<file path="config.mk">
export PLATFORM = sky130hd
export DESIGN_NAME = add_hold_sequencer_flat
export DESIGN_NICKNAME = d
export VERILOG_FILES = /design/src/rtl/add_hold_sequencer_if.sv /design/src/rtl/add_hold_sequencer.sv /design/src/flat_wrapper.sv
export SDC_FILE = /design/constraint.sdc
export NUM_CORES = 1
export LEC_CHECK = 0
export CAP_MARGIN = 20
export CORE_UTILIZATION = 46
export CTS_CLUSTER_DIAMETER = 80
export DETAILED_ROUTE_END_ITERATION = 10
export PLACE_DENSITY_LB_ADDON = 0.15
export REMOVE_ABC_BUFFERS = 1
export SYNTH_ARGS = -nofsm -noshare
export SYNTH_HDL_FRONTEND = slang
export SYNTH_SLANG_ARGS = --single-unit
</file>
<file path="constraint.sdc">
create_clock -name CLK -period 5 [get_ports CLK]
set_input_delay 1 -clock CLK [delete_from_list [all_inputs] [get_ports CLK]]
set_output_delay 1 -clock CLK [all_outputs]
set_load 0.01 [all_outputs]
</file>
<file path="src/rtl/add_hold_sequencer_if.sv">
// Control bundle between decode/arbiter logic and the reg_ADD_HOLD sequencer.
// The master side issues commands and grants; the slave side is the sequencer.
interface add_hold_sequencer_if;
    logic       START;
    logic [1:0] DEST;
    logic       READY;
    logic       DONE;
    logic       ERROR;
    logic       ALU_LOAD;
    logic       ADL_BUS_ENABLE;
    logic       SB_L_BUS_ENABLE;
    logic       SB_H_BUS_ENABLE;
    logic       SB_REQ;
    logic       SB_GNT;

    modport master (
        output START, DEST, SB_GNT,
        input  READY, DONE, ERROR, ALU_LOAD, ADL_BUS_ENABLE,
               SB_L_BUS_ENABLE, SB_H_BUS_ENABLE, SB_REQ
    );

    modport slave (
        input  START, DEST, SB_GNT,
        output READY, DONE, ERROR, ALU_LOAD, ADL_BUS_ENABLE,
               SB_L_BUS_ENABLE, SB_H_BUS_ENABLE, SB_REQ
    );
endinterface

</file>
<file path="src/rtl/add_hold_sequencer.sv">
// Sequences ALU_LOAD, ADL and SB drive strobes for the adder hold register,
// arbitrating for the shared SB bus before driving it.
module add_hold_sequencer #(
    parameter int unsigned DRIVE_CYCLES = 1,
    parameter int unsigned GNT_TIMEOUT  = 8
) (
    input  logic                 CLK,
    input  logic                 RESET,
    add_hold_sequencer_if.slave  bus
);

    localparam int unsigned DRV_W  = 4;
    localparam int unsigned WAIT_W = 8;
    localparam logic [DRV_W-1:0]  DRV_LAST  = DRV_W'(DRIVE_CYCLES - 1);
    localparam logic [WAIT_W-1:0] WAIT_LAST = WAIT_W'(GNT_TIMEOUT - 1);

    localparam logic [1:0] DEST_ADL    = 2'b00;
    localparam logic [1:0] DEST_SB_LO  = 2'b10;
    localparam logic [1:0] DEST_ADL_SB = 2'b11;

    typedef enum logic [2:0] {
        S_IDLE,
        S_LOAD,
        S_ADL,
        S_SB_ARB,
        S_SB_DRIVE,
        S_DONE,
        S_FAIL
    } state_e;

    state_e             state_q, state_d;
    logic [1:0]         dest_q, dest_d;
    logic [DRV_W-1:0]   drv_cnt_q, drv_cnt_d;
    logic [WAIT_W-1:0]  wait_cnt_q, wait_cnt_d;

    logic ready_q, ready_d;
    logic done_q, done_d;
    logic error_q, error_d;
    logic alu_load_q, alu_load_d;
    logic adl_en_q, adl_en_d;
    logic sb_l_en_q, sb_l_en_d;
    logic sb_h_en_q, sb_h_en_d;
    logic sb_req_q, sb_req_d;

    // Next state, counters, and outputs decoded from the next state so they are flop outputs.
    always_comb begin
        state_d    = state_q;
        dest_d     = dest_q;
        drv_cnt_d  = '0;
        wait_cnt_d = '0;

        unique case (state_q)
            S_IDLE: begin
                if (bus.START) begin
                    dest_d  = bus.DEST;
                    state_d = S_LOAD;
                end
            end
            S_LOAD: begin
                if ((dest_q == DEST_ADL) || (dest_q == DEST_ADL_SB)) begin
                    state_d = S_ADL;
                end else begin
                    state_d = S_SB_ARB;
                end
            end
            S_ADL: begin
                if (drv_cnt_q == DRV_LAST) begin
                    state_d = (dest_q == DEST_ADL_SB) ? S_SB_ARB : S_DONE;
                end else begin
                    drv_cnt_d = drv_cnt_q + DRV_W'(1);
                end
            end
            S_SB_ARB: begin
                // A grant on the final edge of the window beats the timeout.
                if (bus.SB_GNT) begin
                    state_d = S_SB_DRIVE;
                end else if (wait_cnt_q == WAIT_LAST) begin
                    state_d = S_FAIL;
                end else begin
                    wait_cnt_d = wait_cnt_q + WAIT_W'(1);
                end
            end
            S_SB_DRIVE: begin
                if (!bus.SB_GNT) begin
                    state_d = S_FAIL;
                end else if (drv_cnt_q == DRV_LAST) begin
                    state_d = S_DONE;
                end else begin
                    drv_cnt_d = drv_cnt_q + DRV_W'(1);
                end
            end
            S_DONE:  state_d = S_IDLE;
            S_FAIL:  state_d = S_IDLE;
            default: state_d = S_IDLE;
        endcase

        ready_d    = (state_d == S_IDLE);
        done_d     = (state_d == S_DONE);
        error_d    = (state_d == S_FAIL);
        alu_load_d = (state_d == S_LOAD);
        adl_en_d   = (state_d == S_ADL);
        sb_req_d   = (state_d == S_SB_ARB) || (state_d == S_SB_DRIVE);
        sb_l_en_d  = (state_d == S_SB_DRIVE);
        sb_h_en_d  = (state_d == S_SB_DRIVE) && (dest_d != DEST_SB_LO);
    end

    always_ff @(posedge CLK or posedge RESET) begin
        if (RESET) begin
            state_q    <= S_IDLE;
            dest_q     <= 2'b00;
            drv_cnt_q  <= '0;
            wait_cnt_q <= '0;
            ready_q    <= 1'b1;
            done_q     <= 1'b0;
            error_q    <= 1'b0;
            alu_load_q <= 1'b0;
            adl_en_q   <= 1'b0;
            sb_l_en_q  <= 1'b0;
            sb_h_en_q  <= 1'b0;
            sb_req_q   <= 1'b0;
        end else begin
            state_q    <= state_d;
            dest_q     <= dest_d;
            drv_cnt_q  <= drv_cnt_d;
            wait_cnt_q <= wait_cnt_d;
            ready_q    <= ready_d;
            done_q     <= done_d;
            error_q    <= error_d;
            alu_load_q <= alu_load_d;
            adl_en_q   <= adl_en_d;
            sb_l_en_q  <= sb_l_en_d;
            sb_h_en_q  <= sb_h_en_d;
            sb_req_q   <= sb_req_d;
        end
    end

    assign bus.READY           = ready_q;
    assign bus.DONE            = done_q;
    assign bus.ERROR           = error_q;
    assign bus.ALU_LOAD        = alu_load_q;
    assign bus.ADL_BUS_ENABLE  = adl_en_q;
    assign bus.SB_L_BUS_ENABLE = sb_l_en_q;
    assign bus.SB_H_BUS_ENABLE = sb_h_en_q;
    assign bus.SB_REQ          = sb_req_q;

endmodule

</file>
<file path="src/flat_wrapper.sv">
// flat-port wrapper written by rule: the top's interface ports become plain ports
module add_hold_sequencer_flat 
#(
    parameter int unsigned DRIVE_CYCLES = 1,
    parameter int unsigned GNT_TIMEOUT  = 8
)
  (CLK, RESET, bus_START, bus_DEST, bus_SB_GNT, bus_READY, bus_DONE, bus_ERROR, bus_ALU_LOAD, bus_ADL_BUS_ENABLE, bus_SB_L_BUS_ENABLE, bus_SB_H_BUS_ENABLE, bus_SB_REQ);
  add_hold_sequencer_if bus_i ();
  input  logic CLK;
  input  logic RESET;
  input wire logic [$bits(bus_i.START)-1:0] bus_START;
  input wire logic [$bits(bus_i.DEST)-1:0] bus_DEST;
  input wire logic [$bits(bus_i.SB_GNT)-1:0] bus_SB_GNT;
  output wire logic [$bits(bus_i.READY)-1:0] bus_READY;
  output wire logic [$bits(bus_i.DONE)-1:0] bus_DONE;
  output wire logic [$bits(bus_i.ERROR)-1:0] bus_ERROR;
  output wire logic [$bits(bus_i.ALU_LOAD)-1:0] bus_ALU_LOAD;
  output wire logic [$bits(bus_i.ADL_BUS_ENABLE)-1:0] bus_ADL_BUS_ENABLE;
  output wire logic [$bits(bus_i.SB_L_BUS_ENABLE)-1:0] bus_SB_L_BUS_ENABLE;
  output wire logic [$bits(bus_i.SB_H_BUS_ENABLE)-1:0] bus_SB_H_BUS_ENABLE;
  output wire logic [$bits(bus_i.SB_REQ)-1:0] bus_SB_REQ;
  assign bus_i.START = bus_START;
  assign bus_i.DEST = bus_DEST;
  assign bus_i.SB_GNT = bus_SB_GNT;
  assign bus_READY = bus_i.READY;
  assign bus_DONE = bus_i.DONE;
  assign bus_ERROR = bus_i.ERROR;
  assign bus_ALU_LOAD = bus_i.ALU_LOAD;
  assign bus_ADL_BUS_ENABLE = bus_i.ADL_BUS_ENABLE;
  assign bus_SB_L_BUS_ENABLE = bus_i.SB_L_BUS_ENABLE;
  assign bus_SB_H_BUS_ENABLE = bus_i.SB_H_BUS_ENABLE;
  assign bus_SB_REQ = bus_i.SB_REQ;
  add_hold_sequencer #(.DRIVE_CYCLES(DRIVE_CYCLES), .GNT_TIMEOUT(GNT_TIMEOUT)) u_core (.CLK(CLK), .RESET(RESET), .bus(bus_i));
endmodule
</file>
==> summary.txt, run 1 <==
Critical path
  – Max Fanout on Critical Path: 7
  – Crit-path slowest cell: nor4bb_1
  – Max incr delay on CP: 560 ps
  – Critical path startpoint category: primary input
  – Crit path DAT: between 2000 and 3000 ps
  – Worst Reg-to-Reg Cells: 5
  – Type of destination of the critical path: flip-flop
  – Worst Setup Path Type: primary input to flip-flop
  – Cell Chain, Critical Path: clkdlybuf4s50_1, nor4bb_1, o31ai_4, o211a_1, o31ai_1
  – Worst EP required: around 5200 ps

STA
  – Max transition margin: 0.399
  – Skew final: around 5.3 ps
  – Min cycle time layout: between 2000 and 3000 ps
  – Setup violators final: 0
  – Slew of the pin with the lowest slew margin: ~900 ps
  – Unrepaired setup endpoints after global routing: no
  – Total negative slack: 0 ps
  – Fmax: 0.398 GHz
  – Final Max Tran Viols: 0
  – Final Hold Fails: 0
  – Hold slack: 507 ps
  – Tcrit/Tclk final: 0.502

Routing
  – DR WL/cell: 14.2 um
  – Vias/cell: ~5.5
  – First DRT Iteration DRCs: 14
  – Routed WL: 2160 um
  – DR vias: 831
  – First-pass DRT Iterations: 4
  – DRC Markers: 0
  – Routed Antenna Nets: 0

Floorplan
  – Initial core utilization: 0.490
  – # IOs: 14
  – Row count: 18
  – Core ar.: ~2500 um2
  – Die area: between 2000 and 3000 um2
  – Die width: between 50 and 60 um
  – Die height: between 50 and 60 um

Logic synthesis
  – Synth area leaders: dfrtp_1, ha_1, nor2_1
  – Mapped Cells: between 100 and 150
  – Synth top area share: 0.490
  – Synth Flop Type: dfrtp_1
  – Post-synth EDFFs: 0
  – Mapped cell area: between 1000 and 1500 um2
  – Synth cell types: 38
  – Mapped Avg Cell Area: around 11 um2
  – YS warnings: 0
  – Seq/Total Area, Yosys: 0.511
  – Flops & latches, synth: 25
  – Area leader, netlist: dfrtp_1
  – Ys async rst share: 1.00

Clock network
  – TritonCTS clock tree: yes
  – Setup repair bufs after CTS: 0
  – CTS Buf Count: 3
  – # H-tree levels: 1
  – CTS Root Cell: clkbuf_4
  – CTS-repair resized insts: 0
  – Clk sinks: 25
  – Max clock buf depth: 2
  – Clock slew at reported path FFs: about 120 ps
  – # hold bufs at CTS: 0
  – Clk_lat worst skew: 310 ps

Power
  – Leakage: about 0.00063 uW
  – Pwr Density: approximately 460 nW/um2
  – Worst IR Drop VDD: approximately 0.27 mV
  – Power Total: about 630 uW

Hold path
  – Hold WC Path Type: flip-flop to flip-flop
  – Min-Delay Path Depth: 1

Run
  – Max-Cap Viols: 0

Final layout
  – Area of the multi-input gates: ~530 um2
  – Layout cells sized above 1: 0.139
  – Final Cell Area: 1390 um2
  – Final #Nets: about 130
  – Synth-to-Final Area Change: 13.0%
  – # fillers: approximately 220
  – Flip-flop and latch area: around 630 um2
  – ANT cells: 0

Global routing
  – Pin count of the biggest net entering global routing: 26
  – Vias in the first global route: around 830
  – Total track usage: 0.182
  – GR Overflow Total: 0
  – Initial antenna violation count: 0
  – First-pass GRT wire length: 3610 um

Place
  – Placer Congestion: ~0.75
  – Port Buffers: 13
  – Final HPWL DP: 1580 um
  – Placement Cell Area: around 1400 um2

Outcome
  – Status: completed
==> through the flow <==
stage | setup WS, ps | util | instances
2_1_floorplan | 2870 | - | 105
3_3_place_gp | 2240 | 0.544 | 148
6_report | 2490 | 0.554 | 152
5_1_grt | 2420 | 0.554 | 152
3_5_place_dp | 2160 | 0.544 | 148
4_1_cts | 2490 | 0.554 | 152
==> layout make-up <==
| cell class | instances | area share |
|---|---|---|
| clock buffers | 4 | 0.0190 |
| inverters | 9 | 0.0244 |
| repair buffers | 13 | 0.0939 |
| multi-input cells | 71 | 0.383 |
| well taps | 30 | 0.0271 |
| flip-flops and latches | 25 | 0.453 |
==> cell usage in the layout (no fill, tap or decap), types with 4 or more instances in the layout <==
cell,synthesis,final
nor2_1,13,13
inv_1,9,9
nor3_1,5,5
ha_1,4,4
xor2_1,5,5
dfrtp_1,24,24
nand3_1,5,5
clkdlybuf4s50_1,0,13
==> state kept, by name, indices dropped and copies added, names as in the netlist, 2 cells and up <==
name / count
u_core.wait_cnt_q: 8
u_core.drv_cnt_q: 4
u_core.state_q: 3
u_core.dest_q: 2
==> cells by family after synthesis <==
group                      after synthesis  synth area share
DFF                                     25             0.511
xor gates and xnor gates                 7            0.0500
buffers and inverters                   12            0.0561
AOI/OAI and AO/OA                       12            0.0959
muxes                                    4            0.0357
adders and majority gates                4            0.0408
and+or+nand+nor                         44             0.210
==> layer usage <==
layer,vias to the layer above,track usage,part of all wire
met1,403,0.206,0.43
met3,6,0.0650,0.038
met4,0,0.0482,0.018
li1,405,-,-
met5,-,0,0
met2,17,0.323,0.51
==> synthesized netlist by cell type (2+ instances only) <==
| master | count |
|---|---|
| a21oi_1 | 2 |
| a32oi_1 | 2 |
| and3_1 | 3 |
| clkbuf_8 | 2 |
| dfrtp_1 | 24 |
| ha_1 | 4 |
| inv_1 | 9 |
| mux2_2 | 3 |
| nand2_1 | 3 |
| nand3_1 | 5 |
| nor2_1 | 13 |
| nor3_1 | 5 |
| nor3b_1 | 2 |
| o211a_1 | 2 |
| xnor2_1 | 2 |
| xor2_1 | 5 |
==> final timing paths <==
check	startpoint	endpoint	slack, ps
min in group asynchronous	RESET	u_core.state_q[1]$_DFF_PP0_	1170
worst max register to register	u_core.wait_cnt_q[5]$_DFF_PP0_	u_core.bus.SB_H_BUS_ENABLE$_DFF_PP0_	2880
max in group asynchronous	RESET	u_core.state_q[2]$_DFF_PP0_	3280
worst min register to register	u_core.wait_cnt_q[0]$_DFF_PP0_	u_core.wait_cnt_q[0]$_DFF_PP0_	510
worst max-delay path	bus_SB_GNT	u_core.bus.SB_REQ$_DFF_PP0_	2490
worst min-delay path	u_core.wait_cnt_q[0]$_DFF_PP0_	u_core.wait_cnt_q[0]$_DFF_PP0_	510
==> where the power goes <==
part	total, uW	internal, uW	switching, uW
Sequential	292	249	43.4
Clock	85.7	31.2	54.5
Combinational	255	124	131
Total	633	404	229
==> critical path, delay by kind of cell <==
kind | cells | cell delay, ps
compound gates | 3 | 670
simple gates | 1 | 560
buf+inv | 1 | 510
No activity file was read; power rests on OpenSTA's default activity.
==> run 2, diff against run 1 <==
==> constraint.sdc (replaced) <==
create_clock -name CLK -period 2.5 [get_ports CLK]
set_input_delay 0.5 -clock CLK [delete_from_list [all_inputs] [get_ports CLK]]
set_output_delay 0.5 -clock CLK [all_outputs]
set_load 0.01 [all_outputs]
==> summary.txt, run 2 (synthesis results as in run 1) <==
Critical path
  – Worst EP required: 2740 ps (was 5220 ps)
  – Critical path startpoint category: flip-flop (was primary input)
  – CP top delay family: compound AO/OA/AOI/OAI gates (unchanged)
  – CP bufs+invs: 0 (was 1)
  – Max incr delay on CP: 580 ps (was 560 ps)
  – Crit-path slowest cell: or4_4 (was nor4bb_1)
  – Register-to-Register Setup Slack: 390 ps (was 2880 ps)
  – Worst Setup Path Type: flip-flop to flip-flop (was primary input to flip-flop)
  – Type of destination of the critical path: flip-flop (unchanged)
  – Cell Chain, Critical Path: or4_4, o31ai_4, o211a_1, nand3_2, a311oi_1 (was clkdlybuf4s50_1, nor4bb_1, o31ai_4, o211a_1, o31ai_1)
  – Max Fanout on Critical Path: 7 (unchanged)
  – Crit path DAT: 2350 ps (was 2730 ps)

Final layout
  – Max FFs per register: 8 (unchanged)
  – Synth-to-Final Area Change: 15.1% (was 13.0%)
  – Final #Nets: 136 (was 133)
  – ANT cells: 0 (unchanged)
  – Final core utilization: 0.565 (was 0.554)
  – Layout cells sized above 1: 0.168 (was 0.139)
  – Biggest regs: u_core.wait_cnt_q: 8 flops, u_core.drv_cnt_q: 4 flops, u_core.state_q: 3 flops (unchanged)
  – Flip-flop and latch area: 627 um2 (unchanged)
  – # fillers: 204 (was 219)
  – Biggest register: u_core.wait_cnt_q (unchanged)
  – Final Cell Area: 1410 um2 (was 1390 um2)
  – Area of the multi-input gates: 531 um2 (unchanged)
  – Finished Layout Cells: 155 (was 152)
  – Commonest non-fill, non-tap cell in the layout: dfrtp_1 (unchanged)
  – Most frequent cells in the layout: dfrtp_1, nor2_1, clkdlybuf4s50_1 (unchanged)

Global routing
  – GR Overflow Total: 0 (unchanged)
  – Total track usage: 0.169 (was 0.182)
  – Pin count of the biggest net entering global routing: 26 (unchanged)
  – First-pass GRT wire length: 3390 um (was 3610 um)
  – Initial antenna violation count: 0 (unchanged)
  – Vias in the first global route: 769 (was 826)

STA
  – Fmax: around 0.47 GHz
  – Final Hold Fails: 0 (unchanged)
  – Tcrit/Tclk final: 0.844
  – Total negative slack: 0 ps (unchanged)
  – Skew final: 4.90 ps (was 5.26 ps)
  – Slew of the pin with the lowest slew margin: 523 ps (was 901 ps)
  – Min cycle time layout: 2110 ps
  – Hold slack: 500 ps (was 507 ps)
  – Unrepaired setup endpoints after global routing: no (unchanged)
  – Setup violators final: 0 (unchanged)
  – Max transition margin: 0.646 (was 0.399)
  – Final Max Tran Viols: 0 (unchanged)

Run
  – Max-Cap Viols: 0 (unchanged)

Floorplan
  – # IOs: 14 (unchanged)
  – Die area: 2880 um2 (unchanged)
  – Core ar.: 2500 um2 (unchanged)
  – Row count: 18 (unchanged)
  – Die width: 53.6 um (unchanged)
  – Initial core utilization: 0.490 (unchanged)
  – Die height: 53.6 um (unchanged)

Power
  – Worst IR Drop VDD: 0.586 mV (was 0.270 mV)
  – Pwr Density: 924 nW/um2 (was 457 nW/um2)
  – Leakage: 0.000644 uW (was 0.000630 uW)

Routing
  – First-pass DRT Iterations: 4 (unchanged)
  – First DRT Iteration DRCs: 5 (was 14)
  – DR vias: 827 (was 831)
  – Routed WL: 2130 um (was 2160 um)
  – Vias/cell: 5.34 (was 5.47)
  – Routed Antenna Nets: 0 (unchanged)
  – DRC Markers: 0 (unchanged)
  – DR WL/cell: 13.7 um (was 14.2 um)

Clock network
  – # hold bufs at CTS: 0 (unchanged)
  – TritonCTS clock tree: yes (unchanged)
  – CTS Buf Count: 3 (unchanged)
  – CTS-repair resized insts: 0 (unchanged)
  – Clk sinks: 25 (unchanged)
  – CTS Root Cell: clkbuf_4 (unchanged)
  – Setup repair bufs after CTS: 0 (unchanged)
  – Clk_lat worst skew: 320 ps (was 310 ps)
  – Clock slew at reported path FFs: 140 ps (was 120 ps)
  – # H-tree levels: 1 (unchanged)
  – Max clock buf depth: 2 (unchanged)

Place
  – Port Buffers: 13 (unchanged)
  – Placer Congestion: 0.812 (was 0.753)
  – Placement Cell Area: 1380 um2 (was 1360 um2)
  – Final HPWL DP: 1630 um (was 1580 um)
  – Placed Cells: 151 (was 148)

Outcome
  – Status: completed (unchanged)

Hold path
  – Hold WC Path Type: primary input to asynchronous set/reset pin (was flip-flop to flip-flop)
==> run 2: tightest hold or removal path: stages <==
cell             delay (ps)
clkdlybuf4s50_1         390
inv_1                    50
buf_4                   300
==> run 2: power by group <==
part	internal (uW)	leakage, uW	total (uW)	switching, uW
registers	498	0.000333	588	89.9
logic	264	0.000296	528	264
clock network	61.2	0.0000139	188	127
total	823	0.000644	1300	481
==> run 2: area by class of cell <==
class	count	area share
Sequential cell	25	0.444
Multi-Input combinational cell	71	0.376
Clock buffer	3	0.0160
Tap cell	30	0.0266
Inverter	9	0.0239
Timing Repair Buffer	16	0.108
Clock inverter	1	0.00532
==> run 2: path summary, 6_finish.rpt <==
check                                               start                                   end  depth (start not counted)
max                        u_core.wait_cnt_q[5]$_DFF_PP0_  u_core.bus.SB_H_BUS_ENABLE$_DFF_PP0_                          5
min                                                 RESET        u_core.wait_cnt_q[0]$_DFF_PP0_                          3
max reg2reg                u_core.wait_cnt_q[5]$_DFF_PP0_  u_core.bus.SB_H_BUS_ENABLE$_DFF_PP0_                          5
min reg2reg                u_core.wait_cnt_q[0]$_DFF_PP0_        u_core.wait_cnt_q[0]$_DFF_PP0_                          1
max in group asynchronous                           RESET            u_core.bus.READY$_DFF_PP1_                          3
min in group CLK           u_core.wait_cnt_q[0]$_DFF_PP0_        u_core.wait_cnt_q[0]$_DFF_PP0_                          1
==> run 2: stage by stage <==
step / setup WS, ps / power, uW
global route: 290 / 1400
CTS: 359 / 1310
floorplan: 552 / 919
detailed placement: 220 / 1120
global placement: 251 / 1120
finish: 390 / 1300
==> run 2: metal layers <==
metal	up-vias	global-route usage	routed length, um
li1	416	-	-
met1	395	0.249	1080
met2	11	0.244	959
met3	5	0.0339	54
met4	0	0.0658	31
met5	-	0	0
